File: config.mk
export PLATFORM = sky130hd
export DESIGN_NAME = battleship_controller
export DESIGN_NICKNAME = d
export VERILOG_FILES = /design/src/rtl/battleship_pkg.sv /design/src/rtl/battleship_controller_btn_edge.sv /design/src/rtl/battleship_controller.sv
export SDC_FILE = /design/constraint.sdc
export NUM_CORES = 1
export LEC_CHECK = 0
export CORE_MARGIN = 2
export CORE_UTILIZATION = 45
export CTS_CLUSTER_DIAMETER = 150
export DETAILED_ROUTE_END_ITERATION = 10
export GPL_TIMING_DRIVEN = 0
export MAX_ROUTING_LAYER = met4
export PLACE_DENSITY = 0.7
export REMOVE_ABC_BUFFERS = 1
export SLEW_MARGIN = 20
export SYNTH_ARGS = -nofsm -noshare
export SYNTH_HDL_FRONTEND = slang
export SYNTH_SLANG_ARGS = --single-unit
File: constraint.sdc
create_clock -name clk -period 5.6 [get_ports clk]
set_input_delay 1.68 -clock clk [delete_from_list [all_inputs] [get_ports clk]]
set_output_delay 1.68 -clock clk [all_outputs]
set_load 0.03 [all_outputs]
File: src/rtl/battleship_pkg.sv
// Shared battleship definitions: board geometry, cell codes, controller states
// and the cell-address helper used by every block that touches a board.
package battleship_pkg;

  localparam int GRID_DIM   = 5;
  localparam int CELL_W     = 3;
  localparam int NUM_SHIPS  = 5;
  localparam int NUM_CELLS  = GRID_DIM * GRID_DIM;
  localparam int BOARD_SIZE = NUM_CELLS * CELL_W;
  localparam int LSB_W      = $clog2(BOARD_SIZE);

  localparam logic [2:0] EMPTY = 3'd0;
  localparam logic [2:0] SHIP  = 3'd1;
  localparam logic [2:0] MISS  = 3'd2;
  localparam logic [2:0] HIT   = 3'd3;

  localparam logic [2:0] P1_PLACE = 3'd0;
  localparam logic [2:0] P2_PLACE = 3'd1;
  localparam logic [2:0] P1_FIRE  = 3'd2;
  localparam logic [2:0] P2_FIRE  = 3'd3;
  localparam logic [2:0] DONE     = 3'd4;

  localparam logic [2:0] MAX_COORD  = 3'(GRID_DIM - 1);
  localparam logic [2:0] SHIPS_INIT = 3'(NUM_SHIPS);

  // Button bundle in the same bit order as the level vector fed to btn_edge.
  typedef struct packed {
    logic c;
    logic u;
    logic d;
    logic l;
    logic r;
  } btn_t;

  function automatic logic [LSB_W-1:0] cell_lsb(input logic [2:0] x,
                                                 input logic [2:0] y);
    return LSB_W'((int'(y) * GRID_DIM + int'(x)) * CELL_W);
  endfunction

endpackage

File: src/rtl/battleship_controller_btn_edge.sv
// Rising-edge detector for the five debounced buttons; prev resets to ones so
// a button held across reset release never produces an event.
module btn_edge
  import battleship_pkg::*;
(
  input  logic       clk,
  input  logic       rst,
  input  logic [4:0] level,
  output logic [4:0] pulse
);

  logic [4:0] prev;

  // NOTE: sequential state uses <= so every flop samples pre-edge values.
  always_ff @(posedge clk) begin
    if (rst) prev <= '1;
    else     prev <= level;
  end

  assign pulse = level & ~prev;

endmodule

File: src/rtl/battleship_controller.sv
// Game-state writer: placement phase, alternating fire turns, and the final
// DONE state; owns both boards, ship counts, cursor and turn.
module battleship_controller
  import battleship_pkg::*;
(
  input  logic                  clk,
  input  logic                  rst,
  input  logic                  btnC,
  input  logic                  btnU,
  input  logic                  btnD,
  input  logic                  btnL,
  input  logic                  btnR,
  output logic [BOARD_SIZE-1:0] p1_board,
  output logic [BOARD_SIZE-1:0] p2_board,
  output logic [2:0]            p1_ships,
  output logic [2:0]            p2_ships,
  output logic                  turn,
  output logic [2:0]            cursor_x,
  output logic [2:0]            cursor_y,
  output logic                  game_over,
  output logic                  winner
);

  logic [2:0]       state;
  logic [2:0]       placed;
  logic [4:0]       pulse;
  btn_t             ev;
  logic [LSB_W-1:0] lsb;
  logic [2:0]       p1_cell;
  logic [2:0]       p2_cell;

  btn_edge u_btn_edge (
    .clk   (clk),
    .rst   (rst),
    .level ({btnC, btnU, btnD, btnL, btnR}),
    .pulse (pulse)
  );

  assign ev = btn_t'(pulse);

  // NOTE: every always_comb output gets a value on every path, so no latches.
  always_comb begin
    lsb     = cell_lsb(cursor_x, cursor_y);
    p1_cell = p1_board[lsb +: CELL_W];
    p2_cell = p2_board[lsb +: CELL_W];
  end

  always_ff @(posedge clk) begin
    if (rst) begin
      // NOTE: boards are flop arrays read live by the display, so they reset.
      p1_board  <= '0;
      p2_board  <= '0;
      p1_ships  <= SHIPS_INIT;
      p2_ships  <= SHIPS_INIT;
      turn      <= 1'b0;
      cursor_x  <= '0;
      cursor_y  <= '0;
      placed    <= '0;
      state     <= P1_PLACE;
      game_over <= 1'b0;
      winner    <= 1'b0;
    end else if (state != DONE) begin
      if (ev.c) begin
        case (state)
          P1_PLACE: if (p1_cell == EMPTY) begin
            p1_board[lsb +: CELL_W] <= SHIP;
            if (placed == SHIPS_INIT - 3'd1) begin
              placed   <= '0;
              state    <= P2_PLACE;
              turn     <= 1'b1;
              cursor_x <= '0;
              cursor_y <= '0;
            end else begin
              placed <= placed + 3'd1;
            end
          end
          P2_PLACE: if (p2_cell == EMPTY) begin
            p2_board[lsb +: CELL_W] <= SHIP;
            if (placed == SHIPS_INIT - 3'd1) begin
              placed   <= '0;
              state    <= P1_FIRE;
              turn     <= 1'b0;
              cursor_x <= '0;
              cursor_y <= '0;
            end else begin
              placed <= placed + 3'd1;
            end
          end
          P1_FIRE: if (p2_cell == SHIP || p2_cell == EMPTY) begin
            p2_board[lsb +: CELL_W] <= (p2_cell == SHIP) ? HIT : MISS;
            cursor_x <= '0;
            cursor_y <= '0;
            if (p2_cell == SHIP) p2_ships <= p2_ships - 3'd1;
            if (p2_cell == SHIP && p2_ships == 3'd1) begin
              state     <= DONE;
              game_over <= 1'b1;
              winner    <= 1'b0;
            end else begin
              state <= P2_FIRE;
              turn  <= 1'b1;
            end
          end
          P2_FIRE: if (p1_cell == SHIP || p1_cell == EMPTY) begin
            p1_board[lsb +: CELL_W] <= (p1_cell == SHIP) ? HIT : MISS;
            cursor_x <= '0;
            cursor_y <= '0;
            if (p1_cell == SHIP) p1_ships <= p1_ships - 3'd1;
            if (p1_cell == SHIP && p1_ships == 3'd1) begin
              state     <= DONE;
              game_over <= 1'b1;
              winner    <= 1'b1;
            end else begin
              state <= P1_FIRE;
              turn  <= 1'b0;
            end
          end
          default: state <= state;
        endcase
      end else if (ev.u) begin
        cursor_y <= (cursor_y == 3'd0) ? MAX_COORD : cursor_y - 3'd1;
      end else if (ev.d) begin
        cursor_y <= (cursor_y == MAX_COORD) ? 3'd0 : cursor_y + 3'd1;
      end else if (ev.l) begin
        cursor_x <= (cursor_x == 3'd0) ? MAX_COORD : cursor_x - 3'd1;
      end else if (ev.r) begin
        cursor_x <= (cursor_x == MAX_COORD) ? 3'd0 : cursor_x + 3'd1;
      end
    end
  end

endmodule

==> impl_results.rst <==
.. list-table::
   :header-rows: 1

   * - Metric
     - Value
   * - Fraction of final layout cells sized beyond drive strength 1
     - 0.2067
   * - Worst clock skew
     - 0.01297 ns
   * - Detailed-routing iteration count for the pre-antenna-repair pass
     - 6
   * - Worst path most repeated cell
     - ha_1
   * - Drt first-iter violations
     - 2,252
   * - Clock tree from TritonCTS
     - yes
   * - Final cell utilization of the core
     - 0.6054
   * - Global-route wire length before repair
     - 104.9 mm
   * - Worst hold-check path type
     - reg -> reg
   * - Worst R2R Setup Slack
     - 0.009 ns
   * - HPWL after detailed placement
     - 50.87 mm
   * - Pin count of the biggest net entering global routing
     - 92
   * - Detailed-route via count
     - 16,310
   * - Slowest cell on crit path
     - nor3_2
   * - Max rail drop VDD
     - 0.0002454 V
   * - Number of top-level pins
     - 172
   * - Synth Flop Type
     - dfxtp_1
   * - Number of buffer cells added on primary ports
     - 171
   * - Height of the chip
     - 176.3 um
   * - Buffering stage count on the worst path with inverters included
     - 0
   * - Worst-case setup margin in the final layout
     - 0.009297 ns
   * - Critical path, cell by cell
     - ha_1, ha_1, ha_1, a21o_1, a21oi_4, xnor2_2, ha_2, a221oi_1, xnor2_1, nor2_1, mux2_2, o211ai_1, a21oi_2, nor3_2, and4_1, o21ai_0, a41oi_1
   * - Drc violations
     - 0
   * - Clock net sink count
     - 176
   * - Final min period
     - 5.591 ns
   * - Mapped Cells
     - 1,610
   * - Core Box Area
     - 29,400 um2
   * - Die area
     - 31,080 um2
   * - Reg clk slew, reported paths
     - 0.07 ns
   * - Post-cts hold buffer count
     - 0
   * - Number of library cell types mapped by synthesis
     - 92
   * - Overflow after GRT
     - 0
   * - Clock buffers created by TritonCTS
     - 17
   * - Number of max-cap violations
     - 0
   * - Slew at the pin closest to its max-slew limit
     - 1.279 ns
   * - Proportion of synthesized chip area in sequential cells
     - 0.2637
   * - Total wirelength of the detailed-routed design
     - 73.32 mm
   * - Critical Path Max Stage Delay
     - 0.82 ns
   * - Max-slew headroom at the worst pin
     - 0.1440
   * - Power density cells
     - 280.2 nW/um2
   * - X dimension of the die
     - 176.3 um
   * - Routed wirelength normalized by instance count
     - 33.45 um
   * - Achievable Freq
     - 178.9 MHz
   * - Placed instance area
     - 15,490 um2
   * - Leak
     - 5.708 nW
   * - Crit share post-route
     - 0.9983
   * - Critical Path AT
     - 5.96 ns
   * - Effective utilization at floorplan
     - 0.4544
   * - Number of pins exceeding their max-slew limit in the final report
     - 0
   * - Capturing element type of the critical path
     - flip-flop
   * - Cell area after technology mapping
     - 13,360 um2
   * - Final-layout fill cell count
     - 2,635
   * - Result of the run
     - finished clean
   * - # H-tree levels
     - 4
   * - Place WS
     - -2.364 ns
   * - RSZ-0062 raised after global routing
     - yes
   * - Net count reported at finish
     - 1,828
   * - Antenna violations before repair
     - 1
   * - Synthesized area per cell
     - 8.298 um2
   * - Type of origin of the critical path
     - flip-flop
   * - Critical Path Fanout Max
     - 9
   * - Placer Congestion
     - 1.027
   * - Crit-path leading delay family
     - compound AO/OA/AOI/OAI gates
   * - Critical setup path kind
     - reg -> reg
   * - Synth async-reset ratio
     - 0
   * - Count of flip-flops with a built-in enable after synthesis
     - 0
   * - Accumulated negative setup slack
     - 0 ns
   * - Final cell area excluding filler cells
     - 17,800 um2
   * - Latest clock arrival within the worst-skew pair
     - 0.46 ns
   * - Clock Root Buffer
     - clkbuf_16
   * - Remaining antenna violation count after routing
     - 0
   * - Number of failing hold endpoints at the final stage
     - 0
   * - Flip-flop and latch count after synthesis
     - 176
   * - Area added between synthesis and finish
     - 33.24%
   * - Core Rows
     - 63
   * - Final setup viols
     - 0
   * - Count of synthesis-stage warnings from yosys
     - 0
   * - Buffers from clock root to sink, at most
     - 2
   * - Global-route total usage across every layer
     - 0.4770
   * - Required time reported for the critical path endpoint
     - 5.97 ns
   * - Avg Vias per Cell
     - 7.440
   * - Via count of the first global-routing pass
     - 15,150
cell usage after synthesis (24+ instances only):
library cell    n  area, um2
nor3_1         71      355.3
a311oi_1       53      464.2
dfxtp_1       176       3523
o21ai_0        67      335.3
ha_1           32      400.4
buf_2          36      180.2
a211oi_1       65      488.0
clkbuf_1       59      221.5
nand3_1        41      205.2
inv_1          40      150.1
mux2i_1        73      730.7
nand2_1       130      488.0
a21oi_1       177      885.9
nor2_1        120      450.4
mux4_2         43      968.4
a31oi_1        24      150.1
worst register-to-register path, cell delays in order (launching register included):
cell and delay (ns):
dfxtp_4 0.38, ha_1 0.30, ha_1 0.32, ha_1 0.31
a21o_1 0.23, a21oi_4 0.23, xnor2_2 0.18, ha_2 0.43
a221oi_1 0.40, xnor2_1 0.17, nor2_1 0.07, mux2_2 0.40
o211ai_1 0.31, a21oi_2 0.34, nor3_2 0.82, and4_1 0.32
o21ai_0 0.12, a41oi_1 0.19
where the power goes:
part           switching, mW  internal, mW
Clock                  0.598         0.724
Sequential            0.0118          1.26
Combinational           1.74         0.652
layout by cell type (no fill, tap or decap), types with 18 or more instances in the layout:
master and instances:
a211oi_1 61, a21oi_1 162, a311oi_1 52, a31oi_1 23
buf_4 73, clkdlybuf4s50_1 170, dfxtp_1 172, ha_1 26
inv_1 37, mux2i_1 72, mux4_2 43, nand2_1 125
nand3_1 35, nand4_1 19, nor2_1 98, nor2_4 18
nor3_1 56, o21ai_0 63
state kept, by name (all words and copies together) (netlist names):
| name | flops |
|---|---|
| p1_board | 75 |
| p2_board | 75 |
| u_btn_edge.prev | 5 |
| cursor_x | 3 |
| cursor_y | 3 |
| p1_ships | 3 |
| p2_ships | 3 |
| placed | 3 |
| state | 3 |
| game_over | 1 |
| turn | 1 |
| winner | 1 |
logic make-up after synthesis:
kind of cell / after synthesis / share of synthesized area
DFF: 176 / 0.2637
adders and majority gates: 34 / 0.03296
xor gates and xnor gates: 20 / 0.01789
AOI/OAI and AO/OA: 597 / 0.3113
and+or+nand+nor: 484 / 0.1764
muxes: 133 / 0.1415
buffers and inverters: 166 / 0.05619
metal layers:
metal / wire length (um) / GRT usage / vias to the layer above
met5: 0 / - / -
li1: - / - / 6702
met4: 5677 / 0.3041 / 0
met3: 9312 / 0.1331 / 346
met2: 30500 / 0.6696 / 1356
met1: 27830 / 0.6012 / 7904
metrics by stage:
stage	cells	hold slack [ns]	power [mW]
floorplan	1486	0.4640	2.344
global placement	2047	0.4323	3.075
detailed placement	2065	0.4865	3.131
CTS	2174	0.4968	4.717
global route	2191	0.5148	5.034
finish	2192	0.4960	4.987
final timing paths:
check / to / start / depth (start not counted)
hold / removal: game_over / game_over / 2
setup reg to reg: p2_board[12] / cursor_y[0] / 17
setup / recovery: p2_board[12] / cursor_y[0] / 17
hold reg to reg: game_over / game_over / 2
timing repair:
item                       4_1_cts  5_1_grt
gates cloned                     9        0
resized for setup              139       43
setup endpoints to repair      171      168
pin swaps                       30       15
setup buffers                   68       16
cell type report:
type	count	area, um2	share of cell area
antenna	2	5.005	0.0002812
clock buffer	18	439.2	0.02467
clock inverter	14	180.2	0.01012
inverter	42	166.4	0.009348
multi-input combinational	1277	10160	0.5708
sequential	176	3533	0.1985
tap	390	488.0	0.02741
timing repair buffer	273	2828	0.1589
No activity file was read; power rests on OpenSTA's default activity.
